--- src/rtl/ahb_timer_if.sv ---
// AHB-Lite slave-side bus bundle for the timer: address/data phase inputs
// from the master plus the slave's ready, response and read data.
interface ahb_timer_if;
    logic        HSEL;
    logic [31:0] HADDR;
    logic [1:0]  HTRANS;
    logic        HWRITE;
    logic [2:0]  HSIZE;
    logic [31:0] HWDATA;
    logic        HREADY;
    logic        HREADYOUT;
    logic        HRESP;
    logic [31:0] HRDATA;

    modport master (
        output HSEL, HADDR, HTRANS, HWRITE, HSIZE, HWDATA, HREADY,
        input  HREADYOUT, HRESP, HRDATA
    );

    modport slave (
        input  HSEL, HADDR, HTRANS, HWRITE, HSIZE, HWDATA, HREADY,
        output HREADYOUT, HRESP, HRDATA
    );
endinterface

--- src/rtl/ahb_timer.sv ---
// AHB-Lite down-counting timer: prescaled tick, periodic or one-shot reload,
// sticky TIMEOUT flag (W1C) and level interrupt. Zero-wait-state slave.
module ahb_timer #(
    parameter int PRESCALE_W = 16
) (
    input  logic       HCLK,
    input  logic       HRESETn,
    ahb_timer_if.slave bus,
    output logic       irq
);
    localparam logic [2:0] OFF_CTRL     = 3'd0;
    localparam logic [2:0] OFF_LOAD     = 3'd1;
    localparam logic [2:0] OFF_VALUE    = 3'd2;
    localparam logic [2:0] OFF_PRESCALE = 3'd3;
    localparam logic [2:0] OFF_STATUS   = 3'd4;

    logic                  dp_valid_reg, dp_write_reg;
    logic [2:0]            dp_addr_reg;
    logic                  en_reg, irq_en_reg, oneshot_reg, timeout_reg;
    logic                  en_next, irq_en_next, oneshot_next, timeout_next;
    logic [31:0]           load_reg, value_reg, load_next, value_next;
    logic [PRESCALE_W-1:0] prescale_reg, pcnt_reg, prescale_next, pcnt_next;
    logic [PRESCALE_W-1:0] pcnt_run;
    logic [31:0]           rdata;
    logic                  addr_phase, wr_en, tick, expire;
    logic [4:0]            wr_sel;
    logic                  unused_bits;

    assign addr_phase = bus.HSEL & bus.HREADY & bus.HTRANS[1];
    assign wr_en      = dp_valid_reg & dp_write_reg;

    for (genvar gi = 0; gi < 5; gi++) begin : g_wr_dec
        assign wr_sel[gi] = wr_en && (dp_addr_reg == 3'(gi));
    end

    assign tick   = en_reg && (pcnt_reg == prescale_reg);
    assign expire = tick && (value_reg == '0);

    // Prescaler outcome if no bus write interferes this cycle.
    always_comb begin
        pcnt_run = pcnt_reg;
        if (en_reg) begin
            pcnt_run = tick ? '0 : pcnt_reg + 1'b1;
        end
    end

    always_comb begin
        en_next       = en_reg;
        irq_en_next   = irq_en_reg;
        oneshot_next  = oneshot_reg;
        load_next     = load_reg;
        value_next    = value_reg;
        prescale_next = prescale_reg;
        pcnt_next     = pcnt_run;
        timeout_next  = timeout_reg;

        if (tick) begin
            value_next = (value_reg != '0) ? value_reg - 32'd1
                                           : (oneshot_reg ? '0 : load_reg);
        end
        if (expire && oneshot_reg) begin
            en_next = 1'b0;
        end

        // Bus writes are applied last so they override the timer's own update.
        if (wr_sel[OFF_CTRL]) begin
            {oneshot_next, irq_en_next, en_next} = bus.HWDATA[2:0];
        end
        if (wr_sel[OFF_LOAD]) begin
            load_next  = bus.HWDATA;
            value_next = bus.HWDATA;
            pcnt_next  = '0;
        end
        if (wr_sel[OFF_PRESCALE]) begin
            prescale_next = bus.HWDATA[PRESCALE_W-1:0];
            if (pcnt_run > bus.HWDATA[PRESCALE_W-1:0]) begin
                pcnt_next = '0;
            end
        end

        if (expire) begin
            timeout_next = 1'b1;
        end else if (wr_sel[OFF_STATUS] && bus.HWDATA[0]) begin
            timeout_next = 1'b0;
        end
    end

    always_ff @(posedge HCLK or negedge HRESETn) begin
        if (!HRESETn) begin
            dp_valid_reg <= 1'b0;
            dp_write_reg <= 1'b0;
            dp_addr_reg  <= '0;
            en_reg       <= 1'b0;
            irq_en_reg   <= 1'b0;
            oneshot_reg  <= 1'b0;
            timeout_reg  <= 1'b0;
            load_reg     <= '0;
            value_reg    <= '0;
            prescale_reg <= '0;
            pcnt_reg     <= '0;
        end else begin
            dp_valid_reg <= addr_phase;
            if (addr_phase) begin
                dp_write_reg <= bus.HWRITE;
                dp_addr_reg  <= bus.HADDR[4:2];
            end
            en_reg       <= en_next;
            irq_en_reg   <= irq_en_next;
            oneshot_reg  <= oneshot_next;
            timeout_reg  <= timeout_next;
            load_reg     <= load_next;
            value_reg    <= value_next;
            prescale_reg <= prescale_next;
            pcnt_reg     <= pcnt_next;
        end
    end

    always_comb begin
        rdata = '0;
        if (dp_valid_reg && !dp_write_reg) begin
            case (dp_addr_reg)
                OFF_CTRL:     rdata = {29'd0, oneshot_reg, irq_en_reg, en_reg};
                OFF_LOAD:     rdata = load_reg;
                OFF_VALUE:    rdata = value_reg;
                OFF_PRESCALE: rdata = 32'(prescale_reg);
                OFF_STATUS:   rdata = {31'd0, timeout_reg};
                default:      rdata = '0;
            endcase
        end
    end

    assign bus.HRDATA    = rdata;
    assign bus.HREADYOUT = 1'b1;
    assign bus.HRESP     = 1'b0;
    assign irq           = timeout_reg & irq_en_reg;

    // Only word accesses exist and only HADDR[4:2] selects a register.
    assign unused_bits = ^{bus.HADDR[31:5], bus.HADDR[1:0], bus.HTRANS[0], bus.HSIZE};
endmodule

--- src/flat_wrapper.sv ---
// flat-port wrapper written by rule: the top's interface ports become plain ports
module ahb_timer_flat 
#(
    parameter int PRESCALE_W = 16
)
  (HCLK, HRESETn, irq, bus_HSEL, bus_HADDR, bus_HTRANS, bus_HWRITE, bus_HSIZE, bus_HWDATA, bus_HREADY, bus_HREADYOUT, bus_HRESP, bus_HRDATA);
  ahb_timer_if bus_i ();
  input  logic HCLK;
  input  logic HRESETn;
  output logic irq;
  input wire logic [$bits(bus_i.HSEL)-1:0] bus_HSEL;
  input wire logic [$bits(bus_i.HADDR)-1:0] bus_HADDR;
  input wire logic [$bits(bus_i.HTRANS)-1:0] bus_HTRANS;
  input wire logic [$bits(bus_i.HWRITE)-1:0] bus_HWRITE;
  input wire logic [$bits(bus_i.HSIZE)-1:0] bus_HSIZE;
  input wire logic [$bits(bus_i.HWDATA)-1:0] bus_HWDATA;
  input wire logic [$bits(bus_i.HREADY)-1:0] bus_HREADY;
  output wire logic [$bits(bus_i.HREADYOUT)-1:0] bus_HREADYOUT;
  output wire logic [$bits(bus_i.HRESP)-1:0] bus_HRESP;
  output wire logic [$bits(bus_i.HRDATA)-1:0] bus_HRDATA;
  assign bus_i.HSEL = bus_HSEL;
  assign bus_i.HADDR = bus_HADDR;
  assign bus_i.HTRANS = bus_HTRANS;
  assign bus_i.HWRITE = bus_HWRITE;
  assign bus_i.HSIZE = bus_HSIZE;
  assign bus_i.HWDATA = bus_HWDATA;
  assign bus_i.HREADY = bus_HREADY;
  assign bus_HREADYOUT = bus_i.HREADYOUT;
  assign bus_HRESP = bus_i.HRESP;
  assign bus_HRDATA = bus_i.HRDATA;
  ahb_timer #(.PRESCALE_W(PRESCALE_W)) u_core (.HCLK(HCLK), .HRESETn(HRESETn), .bus(bus_i), .irq(irq));
endmodule
--- config.mk ---
export PLATFORM = sky130hd
export DESIGN_NAME = ahb_timer_flat
export DESIGN_NICKNAME = d
export VERILOG_FILES = /design/src/rtl/ahb_timer_if.sv /design/src/rtl/ahb_timer.sv /design/src/flat_wrapper.sv
export SDC_FILE = /design/constraint.sdc
export NUM_CORES = 1
export LEC_CHECK = 0
export ABC_AREA = 1
export ABC_CLOCK_PERIOD_IN_PS = 3300
export BUFFER_PORTS_ARGS = -buffer_cell sky130_fd_sc_hd__buf_4
export CORE_MARGIN = 1.5
export CORE_UTILIZATION = 40
export DETAILED_ROUTE_END_ITERATION = 7
export GPL_TIMING_DRIVEN = 1
export SYNTH_ARGS = -nofsm -noshare
export SYNTH_HDL_FRONTEND = slang
export SYNTH_SLANG_ARGS = --single-unit
export TNS_END_PERCENT = 1
--- constraint.sdc ---
create_clock -name HCLK -period 3.3 [get_ports HCLK]
set_input_delay 0.33 -clock HCLK [delete_from_list [all_inputs] [get_ports HCLK]]
set_output_delay 0.33 -clock HCLK [all_outputs]
set_load 0.01 [all_outputs]
# Word level (Yosys, flattened, before mapping)
# Cells that the tools add are included.
[totals]
reg_bits = 105
latchBits = 0
mem_bits_rw = 0
mem_bits_ro = 0
input_bits = 74
output_inout_bits = 35
word_cells = 54
memories = 0
[op_classes]
addsub = 2
multipliers = 0
n_div = 0
magnitude_cmp = 1
n_eq_ne = 5
n_shift = 0
mux = 15
bitwise = 4
reduce_logical = 16
[op_table]
columns = ["op", "count"]
rows = [
  ["$mux W32", 5],
  ["$pmux W32 S5", 1],
  ["$mux W16", 5],
  ["$logic_not A32 Y1", 1],
  ["$reduce_bool A32 Y1", 1],
  ["$sub A32 B1 Y32 const B", 1],
  ["$add A16 B1 Y16 const B", 1],
  ["$eq A16 B16 Y1", 1],
  ["$gt A16 B16 Y1", 1],
  ["$logic_and A1 B1 Y1", 9],
  ["$eq A3 B2 Y1 const B", 2],
  ["$reduce_bool A2 Y1", 3],
  ["$and A1 B1 Y1", 4],
  ["$mux W1", 4],
  ["$eq A3 B1 Y1 const B", 1],
  ["$eq A3 B3 Y1 const B", 1],
  ["$logic_not A3 Y1", 1],
  ["$logic_not A1 Y1", 1],
]

# Depth between registers and ports, before layout
# Gate-level depths: netlist of run 1.
[logic_depth]
ltp_word = 7
ltp_mapped = 24
mapped_depth_nobuf = 23

# Worst setup path before layout of run 1
# OpenSTA, ideal clock, no wires.
[synth_path]
kind = "register -> register"
start = "reg u_core.en_reg"
end = "reg u_core.pcnt_reg[0]"
setup_ps = 123
t_arrival_ps = 2354
required_ps = 3177
slack_ps = 823
path_stages_with_launch = 20
path_buffers = 2
synth_period_minus_slack_ps = 2477
cell_sequence = "dfrtp_1 buf_4 inv_2 nor3_1 nand3_1 nor2_1 xor2_1 inv_1 nand2_1 inv_1 ha_1 nand2_1 o21a_1 nor2_1 nor2_1 nand2_1 nand2_1 nand2_2 buf_4 nor2_1"
[synth_between]
elab_chain_cells = 6
elab_cells_between_ends = 7
cone_classes = "1 x order compare; 5 x mux; 1 x reduce/logical"
[synth_lines]
columns = ["item", "line", "rtl"]
rows = [
  ["from (decl)", "ahb_timer.sv:19", "logic en_reg, irq_en_reg, oneshot_reg, timeout_reg;"],
  ["from (signal assigned)", "ahb_timer.sv:107", "en_reg <= en_next;"],
  ["$logic_and A1 B1 Y1", "ahb_timer.sv:36", "assign tick = en_reg && (pcnt_reg == prescale_reg);"],
  ["$mux W16", "ahb_timer.sv:43", "pcnt_run = tick ? '0 : pcnt_reg + 1'b1;"],
  ["$mux W16 (*)", "ahb_timer.sv:42", "if (en_reg) begin"],
  ["$gt A16 B16 Y1 / $mux W16 (equally long branches)", "ahb_timer.sv:76, ahb_timer.sv:69", ""],
  ["$mux W16", "ahb_timer.sv:76", "if (pcnt_run > bus.HWDATA[PRESCALE_W-1:0]) begin"],
  ["$mux W16 (*)", "ahb_timer.sv:74", "if (wr_sel[OFF_PRESCALE]) begin"],
  ["net u_core.pcnt_next[0]", "ahb_timer.sv:22", "logic [PRESCALE_W-1:0] prescale_reg, pcnt_reg, prescale_next, pcnt_next;"],
  ["to (signal assigned)", "ahb_timer.sv:114", "pcnt_reg <= pcnt_next;"],
  ["to (decl)", "ahb_timer.sv:22", ""],
]
# The timed path passes the listed nets; every way through them passes the cells marked *.
# A chain may end at the register's enable or synchronous reset.

# Worst setup path after layout of run 1
[layout_path]
start = "reg u_core.pcnt_reg[6]"
end = "reg u_core.pcnt_reg[14]"
[layout_between]
elab_chain_cells = 7
elab_cells_between_ends = 9
cone_classes = "1 x add/sub; 1 x order compare; 1 x eq/ne; 5 x mux; 1 x reduce/logical"
[layout_lines]
columns = ["item", "line"]
rows = [
  ["branches (longest 3 deep; another with $add A16 B1 Y16)", "--"],
  ["$mux W16 (*)", "ahb_timer.sv:42"],
  ["$gt A16 B16 Y1 / $mux W16 (equally long branches)", "ahb_timer.sv:76, ahb_timer.sv:69"],
  ["$mux W16", "ahb_timer.sv:76"],
  ["$mux W16 (*)", "ahb_timer.sv:74"],
  ["net u_core.pcnt_next[14]", "ahb_timer.sv:22"],
]
# Mark *: on every way through the listed nets, which the timed path passes.

==> flow_results.xml, run 1 <==
<?xml version="1.0" encoding="UTF-8"?>
<metrics>
  <group name="route">
    <metric name="wl" unit="mm">21.3</metric>
    <metric name="antenna_violation_net_count_after_detailed_routing" unit="">0</metric>
    <metric name="routedWlPerCell" unit="um">15.0</metric>
    <metric name="route.vias.total" unit="">7064</metric>
    <metric name="avgViaCountPerCell" unit="">4.97</metric>
    <metric name="firstDrtPassIters" unit="">7</metric>
    <metric name="drc_errors" unit="">7</metric>
    <metric name="initialDrtViolationCount" unit="">503</metric>
  </group>
  <group name="synthesis">
    <metric name="synth.yosys.warnings" unit="">0</metric>
    <metric name="synth_net_count" unit="">1221</metric>
    <metric name="netlist.area_leader.share" unit="%">35.2</metric>
    <metric name="syn-cell-area" unit="mm^2">0.00747</metric>
    <metric name="synth.top_cells.by_count" unit="">sky130_fd_sc_hd__nand2_1 (315), sky130_fd_sc_hd__inv_1 (168), sky130_fd_sc_hd__nor2_1 (164)</metric>
    <metric name="synth_ff_type" unit="">sky130_fd_sc_hd__dfrtp_1</metric>
    <metric name="fraction_of_registers_with_async_set_reset" unit="%">100</metric>
    <metric name="synth_top_cells_by_area" unit="">sky130_fd_sc_hd__dfrtp_1 (35%), sky130_fd_sc_hd__nand2_1 (16%), sky130_fd_sc_hd__inv_1 (8.4%)</metric>
    <metric name="number_of_enable_flip_flop_cells_after_synthesis" unit="">0</metric>
    <metric name="synth.most_common_cell" unit="">sky130_fd_sc_hd__nand2_1</metric>
    <metric name="synth.lib_cells_used.distinct" unit="">40</metric>
    <metric name="synth.ff_latch_count" unit="">105</metric>
    <metric name="yosysSeqAreaShare" unit="%">35.2</metric>
    <metric name="synthCells" unit="">1128</metric>
    <metric name="post-synth-top-area-cell" unit="">sky130_fd_sc_hd__dfrtp_1</metric>
    <metric name="per_instance_average_area_after_synthesis" unit="um^2">6.62</metric>
  </group>
  <group name="global_route">
    <metric name="maximum_number_of_pins_on_one_net_before_global_route_repair" unit="">75</metric>
    <metric name="grt_remaining_overflow" unit="">0</metric>
    <metric name="globalRouteTotalUtil" unit="%">22.7</metric>
    <metric name="global_route_wire_length_before_repair" unit="mm">34.9</metric>
    <metric name="initial_antenna_violation_count" unit="">0</metric>
    <metric name="vias_in_the_first_global_route" unit="">6631</metric>
  </group>
  <group name="clocking">
    <metric name="cts.htree.levels" unit="">3</metric>
    <metric name="cts-buffers-inserted" unit="">9</metric>
    <metric name="cts_max_path_buffers" unit="">2</metric>
    <metric name="clock_sink_count" unit="">105</metric>
    <metric name="insertion_delay" unit="ns">0.37</metric>
    <metric name="worst_setup_hold_path_clk_slew" unit="ns">0.08</metric>
    <metric name="ctsRootBufferMaster" unit="">sky130_fd_sc_hd__clkbuf_16</metric>
    <metric name="cts_tree" unit="">yes</metric>
  </group>
  <group name="placed_design">
    <metric name="port-buffer-count" unit="">73</metric>
    <metric name="placement.cell_area" unit="mm^2">0.00816</metric>
    <metric name="final_replace_weighted_congestion" unit="">0.915</metric>
    <metric name="placed_cells_incl_taps" unit="">1404</metric>
    <metric name="dp_worst_setup_slack" unit="ns">0.276</metric>
    <metric name="detailedPlacementHpwl" unit="mm">15.8</metric>
  </group>
  <group name="final_layout">
    <metric name="area.sequential" unit="mm^2">0.00263</metric>
    <metric name="multi_input_logic_area" unit="mm^2">0.00394</metric>
    <metric name="layout.nets" unit="">1280</metric>
    <metric name="antenna_cells_inserted" unit="">0</metric>
    <metric name="fill_count" unit="">1957</metric>
    <metric name="area_growth_syn_to_layout" unit="%">13.9</metric>
    <metric name="post-route-cell-area" unit="mm^2">0.00850</metric>
    <metric name="instances_no_fill" unit="">1421</metric>
    <metric name="final_layout_size_suffix_gt1_share" unit="%">12.4</metric>
  </group>
  <group name="sta">
    <metric name="relative_slew_margins" unit="%">49.5</metric>
    <metric name="achievable-frequency" unit="GHz">0.326</metric>
    <metric name="fin_ws" unit="ns">0.229</metric>
    <metric name="final_hold_viol_count" unit="">0</metric>
    <metric name="report.final.setup_viol" unit="">0</metric>
    <metric name="actual_slew_at_the_worst_max_slew_pin" unit="ns">0.758</metric>
    <metric name="drv_slew" unit="">0</metric>
    <metric name="clock_skew" unit="ns">0.0111</metric>
    <metric name="period_minus_slack" unit="ns">3.07</metric>
    <metric name="layout_worst_path_cycle_share" unit="%">93.0</metric>
    <metric name="setup_repair_after_global_routing_missed_its_margin" unit="">no</metric>
    <metric name="tns" unit="ns">0</metric>
    <metric name="fin_worst_hold_slack" unit="ns">0.153</metric>
  </group>
  <group name="floorplan">
    <metric name="floorplan.initialDensity" unit="%">41.1</metric>
    <metric name="core.rowCount" unit="">49</metric>
    <metric name="die-width" unit="um">140</metric>
    <metric name="design.portCount" unit="">109</metric>
    <metric name="die_area" unit="mm^2">0.0195</metric>
    <metric name="die_h" unit="um">140</metric>
    <metric name="placeableCoreArea" unit="mm^2">0.0181</metric>
  </group>
  <group name="worst_setup_path">
    <metric name="worst_setup_path_end_kind" unit="">flip-flop</metric>
    <metric name="cp.required" unit="ns">3.54</metric>
    <metric name="timing.critical_path.arrival" unit="ns">3.31</metric>
    <metric name="cp-start-kind" unit="">flip-flop</metric>
    <metric name="setup.reg_to_reg.worst_slack" unit="ns">0.23</metric>
    <metric name="worst-path-max-fanout" unit="">16</metric>
    <metric name="classification_of_the_worst_setup_path" unit="">flip-flop to flip-flop</metric>
  </group>
  <group name="outcome">
    <metric name="failing_checks" unit="">DRC</metric>
    <metric name="status" unit="">complete, but fails checks</metric>
  </group>
  <group name="power">
    <metric name="vdd_drop_max" unit="mV">0.312</metric>
    <metric name="total_leakage_power" unit="nW">4.55</metric>
    <metric name="powerDensity" unit="mW/mm^2">541</metric>
  </group>
  <group name="run">
    <metric name="max_cap_viol_count" unit="">0</metric>
  </group>
  <group name="min_path">
    <metric name="hp-class" unit="">input pin to flip-flop</metric>
  </group>
</metrics>
-- worst max-delay path, stage by stage, from the launching register on --
cell	delay [ns]
sky130_fd_sc_hd__dfrtp_1	0.42
sky130_fd_sc_hd__inv_1	0.09
sky130_fd_sc_hd__nor3_1	0.34
sky130_fd_sc_hd__nand3_1	0.18
sky130_fd_sc_hd__nor2_1	0.28
sky130_fd_sc_hd__nand3_1	0.11
sky130_fd_sc_hd__nand3_1	0.12
sky130_fd_sc_hd__inv_1	0.05
sky130_fd_sc_hd__ha_1	0.31
sky130_fd_sc_hd__nand4_1	0.20
sky130_fd_sc_hd__nor3_2	0.25
sky130_fd_sc_hd__nand2_1	0.09
sky130_fd_sc_hd__nand2_1	0.06
sky130_fd_sc_hd__nand2_1	0.05
sky130_fd_sc_hd__nand2_2	0.28
sky130_fd_sc_hd__nor2_1	0.09
-- area by class of cell --
class,instances,area share (%)
Clock buffer,12,3.02
Clock inverter,4,0.883
Inverter,178,7.86
Multi-Input combinational cell,809,46.4
Sequential cell,105,30.9
Tap cell,229,3.37
Timing Repair Buffer,84,7.59
-- path summary, 6_finish.rpt --
path	startpoint	to	depth (start not counted)
min in group asynchronous	HRESETn	u_core.prescale_reg[5]	2
max	u_core.pcnt_reg[6]	u_core.pcnt_reg[14]	15
min reg2reg	u_core.value_reg[0]	u_core.value_reg[0]	2
max reg2reg	u_core.pcnt_reg[6]	u_core.pcnt_reg[14]	15
max in group asynchronous	HRESETn	u_core.value_reg[20]	3
min	bus_HWRITE	u_core.dp_write_reg	3
-- timing repair --
item | CTS | global route
setup buffers | 0 | 0
resized for setup | 0 | 1
endpoints found under the hold margin | 2 | 0
hold buffers | 1 | 0
setup endpoints to repair | 0 | 16
-- routing by layer --
layer  track usage (%)  part of all wire [%]
met1              32.5                    49
met2              36.1                    46
met3              2.99                   4.1
met4              6.48                   1.2
met5                 0                     0
-- per-stage QoR --
stage | utilization (%) | power (mW)
after global routing | 46.9 | 4.95
final | 46.9 | 4.60
after global placement | 44.9 | 3.36
after detailed placement | 44.9 | 3.38
after floorplan | - | 2.92
after CTS | 46.8 | 4.63
-- cell usage in the layout (no fill, tap or decap), types with 3 or more instances in the layout --
cell                        instances
sky130_fd_sc_hd__xor2_1            19
sky130_fd_sc_hd__xnor2_1            3
sky130_fd_sc_hd__nand2_2            5
sky130_fd_sc_hd__dfrtp_1          105
sky130_fd_sc_hd__clkbuf_16          9
sky130_fd_sc_hd__nand2_4            3
sky130_fd_sc_hd__buf_4             82
sky130_fd_sc_hd__a21oi_1           37
sky130_fd_sc_hd__inv_2              8
sky130_fd_sc_hd__ha_1              19
sky130_fd_sc_hd__nor2_4             8
sky130_fd_sc_hd__nor2_1           164
sky130_fd_sc_hd__nor3_1            11
sky130_fd_sc_hd__nand2_1          315
sky130_fd_sc_hd__nand3_1           80
sky130_fd_sc_hd__o21ai_1            3
sky130_fd_sc_hd__inv_1            168
sky130_fd_sc_hd__nand3_2            4
sky130_fd_sc_hd__o22ai_1           17
sky130_fd_sc_hd__o21ai_0           67
sky130_fd_sc_hd__o21ai_2            7
sky130_fd_sc_hd__nand4_1           17
sky130_fd_sc_hd__nor2_2             8
-- report_power, final --
group | internal (mW) | switching (mW) | total (mW)
clock | 0.708 | 0.526 | 1.23
sequential | 1.62 | 0.308 | 1.93
combinational | 0.544 | 0.891 | 1.43
total | 2.88 | 1.73 | 4.60
-- logic make-up (layout without fill, tap and decap cells) --
group,Yosys count,in the layout,synth area share (%)
AO/OA/AOI/OAI,140,140,10.3
flip-flops,105,105,35.2
other,2,2,0.101
XOR/XNOR,22,22,2.58
adder cells (fa/ha/maj),19,19,3.18
AND/OR/NAND/NOR,626,626,36.5
buffers and inverters,214,278,12.1
No activity file was read; power rests on OpenSTA's default activity.
==> run 2, diff against run 1 <==
--- a/config.mk
+++ b/config.mk
@@ -11,6 +11,7 @@
 export CORE_MARGIN = 1.5
 export CORE_UTILIZATION = 40
 export DETAILED_ROUTE_END_ITERATION = 7
+export GPL_ROUTABILITY_DRIVEN = 1
 export GPL_TIMING_DRIVEN = 1
 export SYNTH_ARGS = -nofsm -noshare
 export SYNTH_HDL_FRONTEND = slang
==> constraint.sdc (replaced) <==
create_clock -name HCLK -period 3.3 [get_ports HCLK]
set_input_delay 0 -clock HCLK [delete_from_list [all_inputs] [get_ports HCLK]]
set_output_delay 0 -clock HCLK [all_outputs]
set_load 0.01 [all_outputs]
==> run 2 against run 1 <==
- the flow still finishes with violations (DRC)
- hold slack improved by 0.18 ns
- die area is the same
- final cell count is 2.7% higher
- setup slack better by 0.16 ns
- sequential cell count is the same
- critical endpoint is now u_core.pcnt_reg[11]
- largest cell class unchanged
==> flow_results.xml, run 2 (synthesis results as in run 1) <==
<?xml version="1.0" encoding="UTF-8"?>
<metrics>
  <group name="outcome">
    <metric name="status" unit="">complete, but fails checks</metric>
    <metric name="failing_checks" unit="">DRC</metric>
  </group>
  <group name="worst_setup_path">
    <metric name="worst-path-max-fanout" unit="">16</metric>
    <metric name="timing.critical_path.arrival" unit="ns">3.21</metric>
    <metric name="cp-start-kind" unit="">flip-flop</metric>
    <metric name="classification_of_the_worst_setup_path" unit="">flip-flop to flip-flop</metric>
    <metric name="worst_setup_path_end_kind" unit="">flip-flop</metric>
    <metric name="cp.required" unit="ns">3.60</metric>
  </group>
  <group name="global_route">
    <metric name="maximum_number_of_pins_on_one_net_before_global_route_repair" unit="">76</metric>
    <metric name="initial_antenna_violation_count" unit="">0</metric>
    <metric name="vias_in_the_first_global_route" unit="">6886</metric>
    <metric name="global_route_wire_length_before_repair" unit="mm">35.8</metric>
    <metric name="globalRouteTotalUtil" unit="%">23.1</metric>
    <metric name="grt_remaining_overflow" unit="">0</metric>
  </group>
  <group name="route">
    <metric name="initialDrtViolationCount" unit="">541</metric>
    <metric name="route.vias.total" unit="">7220</metric>
    <metric name="wl" unit="mm">21.6</metric>
    <metric name="avgViaCountPerCell" unit="">4.95</metric>
    <metric name="routedWlPerCell" unit="um">14.8</metric>
    <metric name="drc_errors" unit="">7</metric>
    <metric name="antenna_violation_net_count_after_detailed_routing" unit="">0</metric>
    <metric name="firstDrtPassIters" unit="">7</metric>
  </group>
  <group name="final_layout">
    <metric name="layout.cells.most_common" unit="">sky130_fd_sc_hd__nand2_1</metric>
    <metric name="antenna_cells_inserted" unit="">0</metric>
    <metric name="layout.nets" unit="">1320</metric>
    <metric name="final_layout_size_suffix_gt1_share" unit="%">12.2</metric>
    <metric name="most_frequent_cells_in_the_layout" unit="">sky130_fd_sc_hd__nand2_1 (315), sky130_fd_sc_hd__inv_1 (168), sky130_fd_sc_hd__nor2_1 (163)</metric>
    <metric name="instances_no_fill" unit="">1460</metric>
    <metric name="area_growth_syn_to_layout" unit="%">18.9</metric>
  </group>
  <group name="sta">
    <metric name="report.final.setup_viol" unit="">0</metric>
    <metric name="achievable-frequency" unit="GHz">0.344</metric>
    <metric name="relative_slew_margins" unit="%">31.0</metric>
    <metric name="clock_skew" unit="ns">0.00621</metric>
    <metric name="fin_ws" unit="ns">0.389</metric>
    <metric name="final_hold_viol_count" unit="">0</metric>
    <metric name="drv_slew" unit="">0</metric>
    <metric name="period_minus_slack" unit="ns">2.91</metric>
    <metric name="layout_worst_path_cycle_share" unit="%">88.2</metric>
    <metric name="setup_repair_after_global_routing_missed_its_margin" unit="">no</metric>
    <metric name="actual_slew_at_the_worst_max_slew_pin" unit="ns">1.04</metric>
    <metric name="tns" unit="ns">0</metric>
  </group>
  <group name="clocking">
    <metric name="cts_setup_buffers" unit="">0</metric>
    <metric name="cts-buffers-inserted" unit="">9</metric>
    <metric name="cts_tree" unit="">yes</metric>
    <metric name="clock_sink_count" unit="">105</metric>
    <metric name="ctsRootBufferMaster" unit="">sky130_fd_sc_hd__clkbuf_16</metric>
    <metric name="insertion_delay" unit="ns">0.37</metric>
    <metric name="worst_setup_hold_path_clk_slew" unit="ns">0.07</metric>
    <metric name="cts_max_path_buffers" unit="">2</metric>
    <metric name="cts.htree.levels" unit="">3</metric>
  </group>
  <group name="power">
    <metric name="powerDensity" unit="mW/mm^2">518</metric>
    <metric name="total_leakage_power" unit="nW">4.71</metric>
    <metric name="total_power" unit="mW">4.60</metric>
    <metric name="vdd_drop_max" unit="mV">0.325</metric>
  </group>
  <group name="placed_design">
    <metric name="final_replace_weighted_congestion" unit="">0.917</metric>
    <metric name="placed_cells_incl_taps" unit="">1405</metric>
    <metric name="dp_worst_setup_slack" unit="ns">0.129</metric>
    <metric name="detailedPlacementHpwl" unit="mm">15.7</metric>
    <metric name="port-buffer-count" unit="">73</metric>
  </group>
  <group name="floorplan">
    <metric name="die_area" unit="mm^2">0.0195</metric>
    <metric name="core.rowCount" unit="">49</metric>
    <metric name="placeableCoreArea" unit="mm^2">0.0181</metric>
    <metric name="die-width" unit="um">140</metric>
    <metric name="design.portCount" unit="">109</metric>
    <metric name="floorplan.initialDensity" unit="%">41.1</metric>
    <metric name="die_h" unit="um">140</metric>
  </group>
  <group name="min_path">
    <metric name="hp-class" unit="">input pin to asynchronous set/reset pin</metric>
  </group>
  <group name="run">
    <metric name="max_cap_viol_count" unit="">0</metric>
  </group>
</metrics>
[run 2: final timing paths]
check	cells after the start	slack (ns)	end	start
max in group asynchronous	3	2.12	u_core.load_reg[18]	HRESETn
hold reg to reg	2	0.50	u_core.load_reg[0]	u_core.load_reg[0]
hold / removal	2	0.34	u_core.pcnt_reg[2]	HRESETn
min in group HCLK	4	0.38	u_core.dp_addr_reg[2]	bus_HADDR[4]
setup reg to reg	17	0.39	u_core.pcnt_reg[11]	u_core.pcnt_reg[0]
setup / recovery	17	0.39	u_core.pcnt_reg[11]	u_core.pcnt_reg[0]
[run 2: timing repair]
action	CTS	global route
hold endpoints to repair	153	0
setup endpoints to repair	0	16
hold buffers	40	0
resized for setup	0	4
[run 2: per-stage QoR]
| stage | hold slack [ns] | utilization (%) | area [um^2] |
|---|---|---|---|
| 2_1_floorplan | -0.296 | - | 7470 |
| 3_3_place_gp | 0.198 | 44.9 | 8150 |
| 3_5_place_dp | 0.202 | 44.9 | 8150 |
| 4_1_cts | 0.379 | 48.8 | 8860 |
| 5_1_grt | 0.414 | 48.9 | 8880 |
| 6_report | 0.337 | 48.9 | 8880 |
[run 2: area by class of cell]
type | count | area, um^2
clock inverter | 5 | 81.3
sequential | 105 | 2630
timing repair buffer | 124 | 1030
inverter | 178 | 668
tap | 229 | 287
fill | 1896 | 9270
clock buffer | 10 | 229
multi-input combinational | 809 | 3960
[run 2: worst max-delay path, cell delays in order, from the launching register on]
cell and delay, ns:
sky130_fd_sc_hd__dfrtp_1 0.41, sky130_fd_sc_hd__inv_1 0.09, sky130_fd_sc_hd__nor3_2 0.30, sky130_fd_sc_hd__nand3_1 0.20, sky130_fd_sc_hd__nor2_2 0.20, sky130_fd_sc_hd__xor2_1 0.18
sky130_fd_sc_hd__inv_1 0.05, sky130_fd_sc_hd__nand2_1 0.07, sky130_fd_sc_hd__inv_1 0.05, sky130_fd_sc_hd__ha_1 0.28, sky130_fd_sc_hd__a21oi_1 0.15, sky130_fd_sc_hd__o21a_1 0.13
sky130_fd_sc_hd__nor2_1 0.03, sky130_fd_sc_hd__nor2_1 0.19, sky130_fd_sc_hd__nand2_1 0.08, sky130_fd_sc_hd__nand2_1 0.10, sky130_fd_sc_hd__nand2_4 0.15, sky130_fd_sc_hd__nor2_1 0.16
[run 2: metal layers]
metal  part of all wire (%)  GRT usage (%)  vias to the layer above
met5                      0              0                        -
met1                     49           33.0                     3307
met4                    1.4           6.59                        0
li1                       -              -                     3727
met2                     45           37.2                      167
met3                    4.2           2.65                       19
[run 2: report_power, final]
group / leakage (nW) / internal (mW) / total (mW) / switching, mW
combinational: 3.45 / 0.569 / 1.47 / 0.901
sequential: 1.11 / 1.62 / 1.94 / 0.315
clock: 0.149 / 0.662 / 1.19 / 0.531
